--- config.mk ---
export PLATFORM = sky130hd
export DESIGN_NAME = alu_flat
export DESIGN_NICKNAME = d
export VERILOG_FILES = /design/src/rtl/alu_pkg.sv /design/src/rtl/alu_if.sv /design/src/rtl/alu_addsub.sv /design/src/rtl/alu.sv /design/src/flat_wrapper.sv
export SDC_FILE = /design/constraint.sdc
export NUM_CORES = 1
export LEC_CHECK = 0
export CAP_MARGIN = 20
export CORE_ASPECT_RATIO = 1.25
export CORE_UTILIZATION = 60
export CTS_CLUSTER_DIAMETER = 150
export DETAILED_ROUTE_END_ITERATION = 7
export PLACE_DENSITY = 0.87
export SYNTH_ARGS = -nofsm -noshare
export SYNTH_HDL_FRONTEND = slang
export SYNTH_SLANG_ARGS = --single-unit
export TNS_END_PERCENT = 100
--- constraint.sdc ---
create_clock -name clk -period 1.3 [get_ports clk]
set_input_delay 0.26 -clock clk [delete_from_list [all_inputs] [get_ports clk]]
set_output_delay 0.26 -clock clk [all_outputs]
set_load 0.005 [all_outputs]
--- src/rtl/alu_pkg.sv ---
// Shared definitions for the 16-bit ALU.
// Covers datapath width, flag bit positions, opcode constants and opcode decoding.
package alu_pkg;

  localparam int DATA_W = 16;
  localparam int FLAG_W = 5;

  // Bit positions inside the Flags vector
  localparam int FLAG_Z = 4;
  localparam int FLAG_C = 3;
  localparam int FLAG_O = 2;
  localparam int FLAG_L = 1;
  localparam int FLAG_N = 0;

  // Opcode constants (register form, then immediate form)
  localparam logic [7:0] OP_ADD    = 8'h05;
  localparam logic [7:0] OP_ADDI   = 8'h50;
  localparam logic [7:0] OP_ADDU   = 8'h06;
  localparam logic [7:0] OP_ADDUI  = 8'h60;
  localparam logic [7:0] OP_ADDC   = 8'h07;
  localparam logic [7:0] OP_ADDCI  = 8'h70;
  localparam logic [7:0] OP_ADDCU  = 8'h04;
  localparam logic [7:0] OP_ADDCUI = 8'h40;
  localparam logic [7:0] OP_SUB    = 8'h09;
  localparam logic [7:0] OP_SUBI   = 8'h90;
  localparam logic [7:0] OP_CMP    = 8'h0B;
  localparam logic [7:0] OP_CMPI   = 8'hB0;
  localparam logic [7:0] OP_CMPU   = 8'h08;
  localparam logic [7:0] OP_CMPUI  = 8'h0C;
  localparam logic [7:0] OP_AND    = 8'h01;
  localparam logic [7:0] OP_OR     = 8'h02;
  localparam logic [7:0] OP_XOR    = 8'h03;
  localparam logic [7:0] OP_NOT    = 8'h0F;
  localparam logic [7:0] OP_LSH    = 8'h84;
  localparam logic [7:0] OP_LSHI   = 8'h80;
  localparam logic [7:0] OP_RSH    = 8'h85;
  localparam logic [7:0] OP_RSHI   = 8'h81;
  localparam logic [7:0] OP_ALSH   = 8'h86;
  localparam logic [7:0] OP_ARSH   = 8'h87;

  // Operation class after decode; immediate and register forms collapse together
  typedef enum logic [3:0] {
    CLS_ADD_S,
    CLS_ADD_U,
    CLS_SUB,
    CLS_CMP,
    CLS_CMPU,
    CLS_AND,
    CLS_OR,
    CLS_XOR,
    CLS_NOT,
    CLS_LSH,
    CLS_RSH,
    CLS_ARSH,
    CLS_BAD
  } op_class_e;

  function automatic op_class_e decode_op(input logic [7:0] op);
    case (op)
      OP_ADD, OP_ADDI, OP_ADDC, OP_ADDCI:       return CLS_ADD_S;
      OP_ADDU, OP_ADDUI, OP_ADDCU, OP_ADDCUI:   return CLS_ADD_U;
      OP_SUB, OP_SUBI:                          return CLS_SUB;
      OP_CMP, OP_CMPI:                          return CLS_CMP;
      OP_CMPU, OP_CMPUI:                        return CLS_CMPU;
      OP_AND:                                   return CLS_AND;
      OP_OR:                                    return CLS_OR;
      OP_XOR:                                   return CLS_XOR;
      OP_NOT:                                   return CLS_NOT;
      OP_LSH, OP_LSHI, OP_ALSH:                 return CLS_LSH;
      OP_RSH, OP_RSHI:                          return CLS_RSH;
      OP_ARSH:                                  return CLS_ARSH;
      default:                                  return CLS_BAD;
    endcase
  endfunction

  // Only the ADDC/ADDCU family consumes carryIn
  function automatic logic uses_carry(input logic [7:0] op);
    return (op == OP_ADDC) || (op == OP_ADDCI) ||
           (op == OP_ADDCU) || (op == OP_ADDCUI);
  endfunction

endpackage

--- src/rtl/alu_if.sv ---
// Operand/result bundle between an ALU user (master) and the ALU (slave).
interface alu_if;
  import alu_pkg::*;

  logic [DATA_W-1:0] A;
  logic [DATA_W-1:0] B;
  logic [7:0]        Opcode;
  logic              carryIn;
  logic [DATA_W-1:0] C;
  logic [FLAG_W-1:0] Flags;

  modport master (
    output A, B, Opcode, carryIn,
    input  C, Flags
  );

  modport slave (
    input  A, B, Opcode, carryIn,
    output C, Flags
  );

endinterface

--- src/rtl/alu_addsub.sv ---
// Shared adder for add, subtract and compare.
// Subtraction is a + ~b + 1, so borrow is the inverted carry-out.
module alu_addsub
  import alu_pkg::*;
(
  input  logic [DATA_W-1:0] a,
  input  logic [DATA_W-1:0] b,
  input  logic              sub,
  input  logic              cin,
  output logic [DATA_W:0]   sum,
  output logic              ovf,
  output logic              borrow
);

  localparam int MSB = DATA_W - 1;

  logic [DATA_W-1:0] b_eff;
  logic              cin_eff;

  // 17-bit sum plus signed-overflow and borrow detection on the effective operands
  always_comb begin
    b_eff   = sub ? ~b : b;
    cin_eff = sub ? 1'b1 : cin;
    sum     = {1'b0, a} + {1'b0, b_eff} + {{DATA_W{1'b0}}, cin_eff};
    ovf     = (a[MSB] == b_eff[MSB]) && (sum[MSB] != a[MSB]);
    borrow  = sub & ~sum[DATA_W];
  end

endmodule

--- src/rtl/alu.sv ---
// 16-bit ALU: a combinational next-state block followed by one output register.
// Logic, shift and undefined opcodes hold the previous flags.
module alu
  import alu_pkg::*;
(
  input  logic  clk,
  input  logic  reset_n,
  alu_if.slave  bus
);

  op_class_e                cls;
  logic                     sub_mode;
  logic                     cin_mode;
  logic [DATA_W:0]          sum;
  logic                     ovf;
  logic                     borrow;
  logic [DATA_W-1:0]        res;
  logic [3:0]               shamt;
  logic signed [DATA_W-1:0] a_s;

  logic [DATA_W-1:0] c_d, c_q;
  logic [FLAG_W-1:0] flags_d, flags_q;

  // Decode the opcode and set up the shared adder controls
  always_comb begin
    cls      = decode_op(bus.Opcode);
    sub_mode = (cls == CLS_SUB) || (cls == CLS_CMP) || (cls == CLS_CMPU);
    cin_mode = uses_carry(bus.Opcode) ? bus.carryIn : 1'b0;
    shamt    = bus.B[3:0];
    a_s      = bus.A;
  end

  alu_addsub u_addsub (
    .a      (bus.A),
    .b      (bus.B),
    .sub    (sub_mode),
    .cin    (cin_mode),
    .sum    (sum),
    .ovf    (ovf),
    .borrow (borrow)
  );

  assign res = sum[DATA_W-1:0];

  // Next result and flags; flags default to holding their value
  always_comb begin
    c_d     = '0;
    flags_d = flags_q;
    case (cls)
      CLS_ADD_S: begin
        c_d             = res;
        flags_d         = '0;
        flags_d[FLAG_Z] = (res == '0);
        flags_d[FLAG_C] = sum[DATA_W];
        flags_d[FLAG_O] = ovf;
        flags_d[FLAG_N] = res[DATA_W-1];
      end
      CLS_ADD_U: begin
        c_d             = res;
        flags_d         = '0;
        flags_d[FLAG_Z] = (res == '0);
        flags_d[FLAG_C] = sum[DATA_W];
      end
      CLS_SUB: begin
        c_d             = res;
        flags_d         = '0;
        flags_d[FLAG_Z] = (res == '0);
        flags_d[FLAG_C] = borrow;
        flags_d[FLAG_O] = ovf;
        flags_d[FLAG_L] = borrow;
        flags_d[FLAG_N] = res[DATA_W-1];
      end
      CLS_CMP: begin
        // Signed less-than is the sign of A-B corrected by overflow
        flags_d         = '0;
        flags_d[FLAG_Z] = (bus.A == bus.B);
        flags_d[FLAG_L] = borrow;
        flags_d[FLAG_N] = res[DATA_W-1] ^ ovf;
      end
      CLS_CMPU: begin
        flags_d         = '0;
        flags_d[FLAG_Z] = (bus.A == bus.B);
        flags_d[FLAG_L] = borrow;
      end
      CLS_AND:  c_d = bus.A & bus.B;
      CLS_OR:   c_d = bus.A | bus.B;
      CLS_XOR:  c_d = bus.A ^ bus.B;
      CLS_NOT:  c_d = ~bus.A;
      CLS_LSH:  c_d = bus.A << shamt;
      CLS_RSH:  c_d = bus.A >> shamt;
      CLS_ARSH: c_d = a_s >>> shamt;
      default:  c_d = '0;
    endcase
  end

  // Output register; reset clears result and flags immediately
  always_ff @(posedge clk or negedge reset_n) begin
    if (!reset_n) begin
      c_q     <= '0;
      flags_q <= '0;
    end else begin
      c_q     <= c_d;
      flags_q <= flags_d;
    end
  end

  assign bus.C     = c_q;
  assign bus.Flags = flags_q;

endmodule

--- src/flat_wrapper.sv ---
// flat-port wrapper written by rule: the top's interface ports become plain ports
module alu_flat import alu_pkg::*;
  (clk, reset_n, bus_A, bus_B, bus_Opcode, bus_carryIn, bus_C, bus_Flags);
  alu_if bus_i ();
  input  logic clk;
  input  logic reset_n;
  input wire logic [$bits(bus_i.A)-1:0] bus_A;
  input wire logic [$bits(bus_i.B)-1:0] bus_B;
  input wire logic [$bits(bus_i.Opcode)-1:0] bus_Opcode;
  input wire logic [$bits(bus_i.carryIn)-1:0] bus_carryIn;
  output wire logic [$bits(bus_i.C)-1:0] bus_C;
  output wire logic [$bits(bus_i.Flags)-1:0] bus_Flags;
  assign bus_i.A = bus_A;
  assign bus_i.B = bus_B;
  assign bus_i.Opcode = bus_Opcode;
  assign bus_i.carryIn = bus_carryIn;
  assign bus_C = bus_i.C;
  assign bus_Flags = bus_i.Flags;
  alu u_core (.clk(clk), .reset_n(reset_n), .bus(bus_i));
endmodule
==> reports/metrics.csv, run 1 <==
stage,metric,value,unit
synth,netlist_top_cells_count,"nor2_1 (56), nand2_1 (50), a21oi_1 (49), o21ai_0 (49), ha_1 (48)",
grt,grt_pass1_vias,8295,
placed_design,port_buffers,63,
synth,synth.area.top_cells,"ha_1 (14%), dfrtp_1 (12%), a21oi_1 (5.7%)",
clock_tree,cts_htree_levels,1,
die,initial_core_util,0.6191,
synth,syn_area_per_cell,7.288,um^2
synth,yosys_most_used_dff,dfrtp_1,
synth,synth.net_count,682,
synth,synth_warnings,0,
synth,ys_types,72,
run_status,run.stop_error,[ERROR GRT-0116] Global routing finished with congestion. Check the congestion regions in the DRC Viewer.,
synth,synth_top_area_frac,0.1399,
synth,async_flop_share,1.000,
synth,synth_seq_cells,21,
placed_design,finalWeightedCongestion,1.183,
grt,grt_overflow,263,
die,die_w,77.66,um
die,rows,34,
placed_design,dp_hpwl,17.23,mm
grt,grt_max_degree,50,
die,io_pins,64,
synth,seq_area_frac_synth,0.1224,
synth,synth-edff-count,0,
placed_design,dp.cells,898,
synth,yosys.area.top_type,ha_1,
synth,synthCells,589,
clock_tree,numCtsBuffers,3,
run_status,status,stopped before the end,
clock_tree,cts_root_buf,clkbuf_8,
grt,track_usage,0.8443,
run_status,failed_stage,5_1_grt,
grt,grt_first_pass_wirelength,48.15,mm
clock_tree,cts_buffer_depth,2,
synth,synth_area,4293,um^2
synth,synth.most_common_cell,nor2_1,
die,die_h,96.57,um
clock_tree,cts.sink_count,21,
timing repair:
action,CTS
hold buffers,0
pin swaps,24
endpoints found under the setup margin,42
gates resized for setup,78
gates cloned,0
setup buffers,10
metrics by stage:
| stage | util | area (um^2) | setup WS (ps) |
|---|---|---|---|
| CTS | 0.9607 | 6661 | -2521 |
| detailed placement | 0.9230 | 6400 | -3315 |
| global placement | 0.9230 | 6400 | -3066 |
| floorplan | - | 4359 | -2644 |
routing by layer:
layer  GRT usage  overflow
met5      0.3000         1
met4       1.000        76
met3      0.6075         9
met2       1.091       175
met1      0.7835         2
cells by family after synthesis:
| kind of cell | count (synthesis) | synth area share |
|---|---|---|
| compound gates | 205 | 0.3165 |
| simple gates | 180 | 0.2055 |
| fa+ha+maj | 50 | 0.1492 |
| buf+inv | 80 | 0.07345 |
| xor+xnor | 30 | 0.06121 |
| mux | 23 | 0.07170 |
| flops | 21 | 0.1224 |
==> run 2, diff against run 1 <==
Settings changed: CORE_ASPECT_RATIO 1.25 to unset, CORE_UTILIZATION 60 to 40, CTS_CLUSTER_DIAMETER 150 to unset, PLACE_DENSITY 0.87 to unset, PLACE_DENSITY_LB_ADDON set to 0.15.
==> run 2 against run 1 <==
Compared with the run above: synthesized cell count is the same; the flow now finishes, with violations (setup timing); area after synthesis unchanged.
==> reports/metrics.csv, run 2 <==
stage,metric,value,unit
synth,async_flop_share,1.000,
synth,synth-simple-area-share,0.2055,
drt,drt-initial-drc-count,500,
power_and_ir_drop,p_int,2.342,mW
drt,drc,0,
placed_design,placedInstanceArea,6740,um^2
grt,antenna_found_initial,0,
clock_tree,clk_pin_slew_worst_paths,80,ps
clock_tree,cts_buffer_depth,2,
sta,whs,351.6,ps
synth,yosys.area.top_type,ha_1,
critical_path,r2r_end,u_core.bus.Flags[4]$_DFFE_PN0P_,
synth,synth_seq_cells,21,
drt,vias,6001,
power_and_ir_drop,p_clk_frac,0.108,
run_status,violations,setup timing,
die,die_h,105.6,um
synth,synth_warnings,0,
grt,track_usage,0.3795,
power_and_ir_drop,p_sw_frac,0.4234,
sta,finalHoldViolCount,0,
hold_path,hold_path.class,in -> async,
cells_and_area,area_growth,70.91,%
synth,synth.area.top_cells,"ha_1 (14%), dfrtp_1 (12%), a21oi_1 (5.7%)",
clock_tree,cts_hold_buf,0,
die,coreArea,10370,um^2
synth,synth_top_family_by_area,compound AO/OA/AOI/OAI gates,
cells_and_area,fillers,801,
placed_design,port_buffers,63,
synth,syn_area_per_cell,7.288,um^2
drt,post_drt_wl_per_cell,21.59,um
critical_path,path_max_fanout,10,
grt,grt_first_pass_wirelength,32.02,mm
die,io_pins,64,
critical_path,crit_type,in -> reg,
clock_tree,cts_htree_levels,1,
drt,postRouteAntennaNets,0,
run,max-cap-violations,0,
sta,fmax,0.2533,GHz
synth,seq_area_frac_synth,0.1224,
grt,grt_max_degree,50,
cells_and_area,finalNonFillerCells,997,
synth,synth_xor_xnor_area_share,0.06121,
cells_and_area,largest_reg_flops,16,
placed_design,dp_hpwl,16.73,mm
power_and_ir_drop,p_switching,1.720,mW
cells_and_area,final_cell_mix,"buf_4 (229), nor2_1 (54), nand2_1 (48), ha_1 (47), a21oi_1 (42)",
critical_path,required,1460,ps
sta,relSlewSlack,0.6078,
power_and_ir_drop,pwr-share-comb,0.712,
clock_tree,cts.sink_count,21,
synth,synth-adder-area-share,0.1492,
synth,netlist_top_cells_count,"nor2_1 (56), nand2_1 (50), a21oi_1 (49), o21ai_0 (49), ha_1 (48)",
sta,layout_setup_ws,-2648,ps
cells_and_area,final_common_cell,buf_4,
drt,totalWireLength,21.53,mm
synth,ys_types,72,
sta,rsz0062_at_grt,true,
sta,finalCritPeriodShare,3.037,
critical_path,r2r_slack,390,ps
synth,synth_compound_area_frac,0.3165,
power_and_ir_drop,pwr-share-seq,0.180,
die,die-area,11150,um^2
run_status,status,"complete, but fails checks",
sta,report.final.slew_viol_count,0,
drt,viasPerCell,6.019,
clock_tree,clock_latency,260,ps
power_and_ir_drop,power.density,553.5,nW/um^2
synth,synth-edff-count,0,
critical_path,cp-end-kind,flip-flop,
critical_path,r2r_start,u_core.bus.Flags[4]$_DFFE_PN0P_,
drt,drt-pass1-iter-count,8,
synth,yosys_most_used_dff,dfrtp_1,
sta,setup_viol,21,
sta,clock_skew,0,ps
clock_tree,cts_root_buf,clkbuf_8,
synth,synth_top_area_frac,0.1399,
sta,tightest_slew,588.4,ps
synth,synth.most_common_cell,nor2_1,
synth,synth_area,4293,um^2
grt,grt_pass1_vias,5867,
clock_tree,cts_tree,done,
critical_path,cp-start-kind,input port,
sta,period_minus_slack,3948,ps
cells_and_area,nNetsFinal,955,
critical_path,cp_data_arrival_time,4110,ps
power_and_ir_drop,totalPowerFinal,4.061,mW
placed_design,finalWeightedCongestion,0.9855,
cells_and_area,insertedDiodeCount,0,
die,die_w,105.6,um
power_and_ir_drop,p_leak,3.480,nW
die,rows,37,
cells_and_area,drive_gt1_frac,0.3856,
die,initial_core_util,0.4140,
placed_design,dp.cells,980,
synth,synthMuxAreaShare,0.07170,
grt,grt_overflow,0,
clock_tree,numCtsBuffers,3,
cells_and_area,post-route-cell-area,7337,um^2
synth,synthCells,589,
critical_path,ff2ff_path_depth,2,
power_and_ir_drop,peakVddDrop,0.0005251,V
synth,synth.net_count,682,
-- run 2: cell counts after synthesis --
No cell type changed its count.
-- run 2: area by class of cell --
| class | instances | area (um^2) | area share |
|---|---|---|---|
| Timing Repair Buffer | 305 | 2487 | 0.3390 |
| Multi-Input combinational cell | 488 | 3948 | 0.5380 |
| Sequential cell | 21 | 525.5 | 0.07162 |
| Clock buffer | 4 | 45.04 | 0.006139 |
| Inverter | 43 | 161.4 | 0.02200 |
| Tap cell | 136 | 170.2 | 0.02319 |
-- run 2: routing by layer --
layer / vias up / GRT usage / share of wire
met3: 77 / 0.04267 / 0.073
met1: 2847 / 0.4688 / 0.40
met5: - / 0 / 0
met4: 0 / 0.1796 / 0.058
met2: 344 / 0.6574 / 0.47
li1: 2733 / - / -
-- run 2: how the worst max path moves through the flow --
stage	slack (ps)	endpoint	cells after the start	from
after detailed placement	-3160	u_core.bus.Flags[4]$_DFFE_PN0P_	18	bus_Opcode[5]
after global placement	-3140	u_core.bus.C[6]$_DFF_PN0_	18	bus_Opcode[5]
after CTS	-2510	u_core.bus.Flags[4]$_DFFE_PN0P_	18	bus_Opcode[6]
final	-2650	u_core.bus.Flags[4]$_DFFE_PN0P_	19	bus_Opcode[7]
after floorplan	-2640	u_core.bus.Flags[4]$_DFFE_PN0P_	19	bus_Opcode[7]
after global routing	-2780	u_core.bus.Flags[4]$_DFFE_PN0P_	19	bus_Opcode[7]
-- run 2: cells by family (layout without fill, tap and decap cells) --
family	Yosys count	count (layout)
compound gates	205	205
xor+xnor	30	30
buf+inv	80	352
mux	23	23
simple gates	180	180
fa+ha+maj	50	50
flops	21	21
-- run 2: power groups by stage --
stage                     combinational [mW]  clock, mW  sequential [mW]
after floorplan                         1.07          0            0.753
after global placement                  2.39          0            0.746
after detailed placement                2.44          0            0.752
after CTS                               2.67      0.435            0.733
after global routing                    3.06      0.455            0.739
final                                   2.89      0.437            0.733
-- run 2: critical path, cell delays in order --
cell and delay [ps]:
buf_6 90, or4_4 550, nor3_4 270, buf_6 140, a221oi_4 60, nand2_2 120, o21ai_4 100, buf_12 180
xnor2_1 120, ha_1 400, buf_4 170, o21ai_0 180, a21oi_2 270, nand4_1 190, nand2_1 170, xor2_2 220
and4b_1 220, and4_1 190, a41o_1 170
-- run 2: through the flow --
step / utilization / worst slack [ps] / TNS (ps)
floorplan: - / -2644 / -43240
global placement: 0.6500 / -3141 / -57640
detailed placement: 0.6500 / -3155 / -59220
CTS: 0.6885 / -2513 / -43680
global route: 0.7075 / -2777 / -48370
finish: 0.7075 / -2648 / -46100
-- run 2: timing repair --
item / CTS / global route
cloned: 0 / 0
endpoints found under the setup margin: 42 / 21
resized for setup: 98 / 36
pin swaps: 33 / 33
setup buffers: 9 / 8
Note: power is estimated with default switching activity, not from simulation.
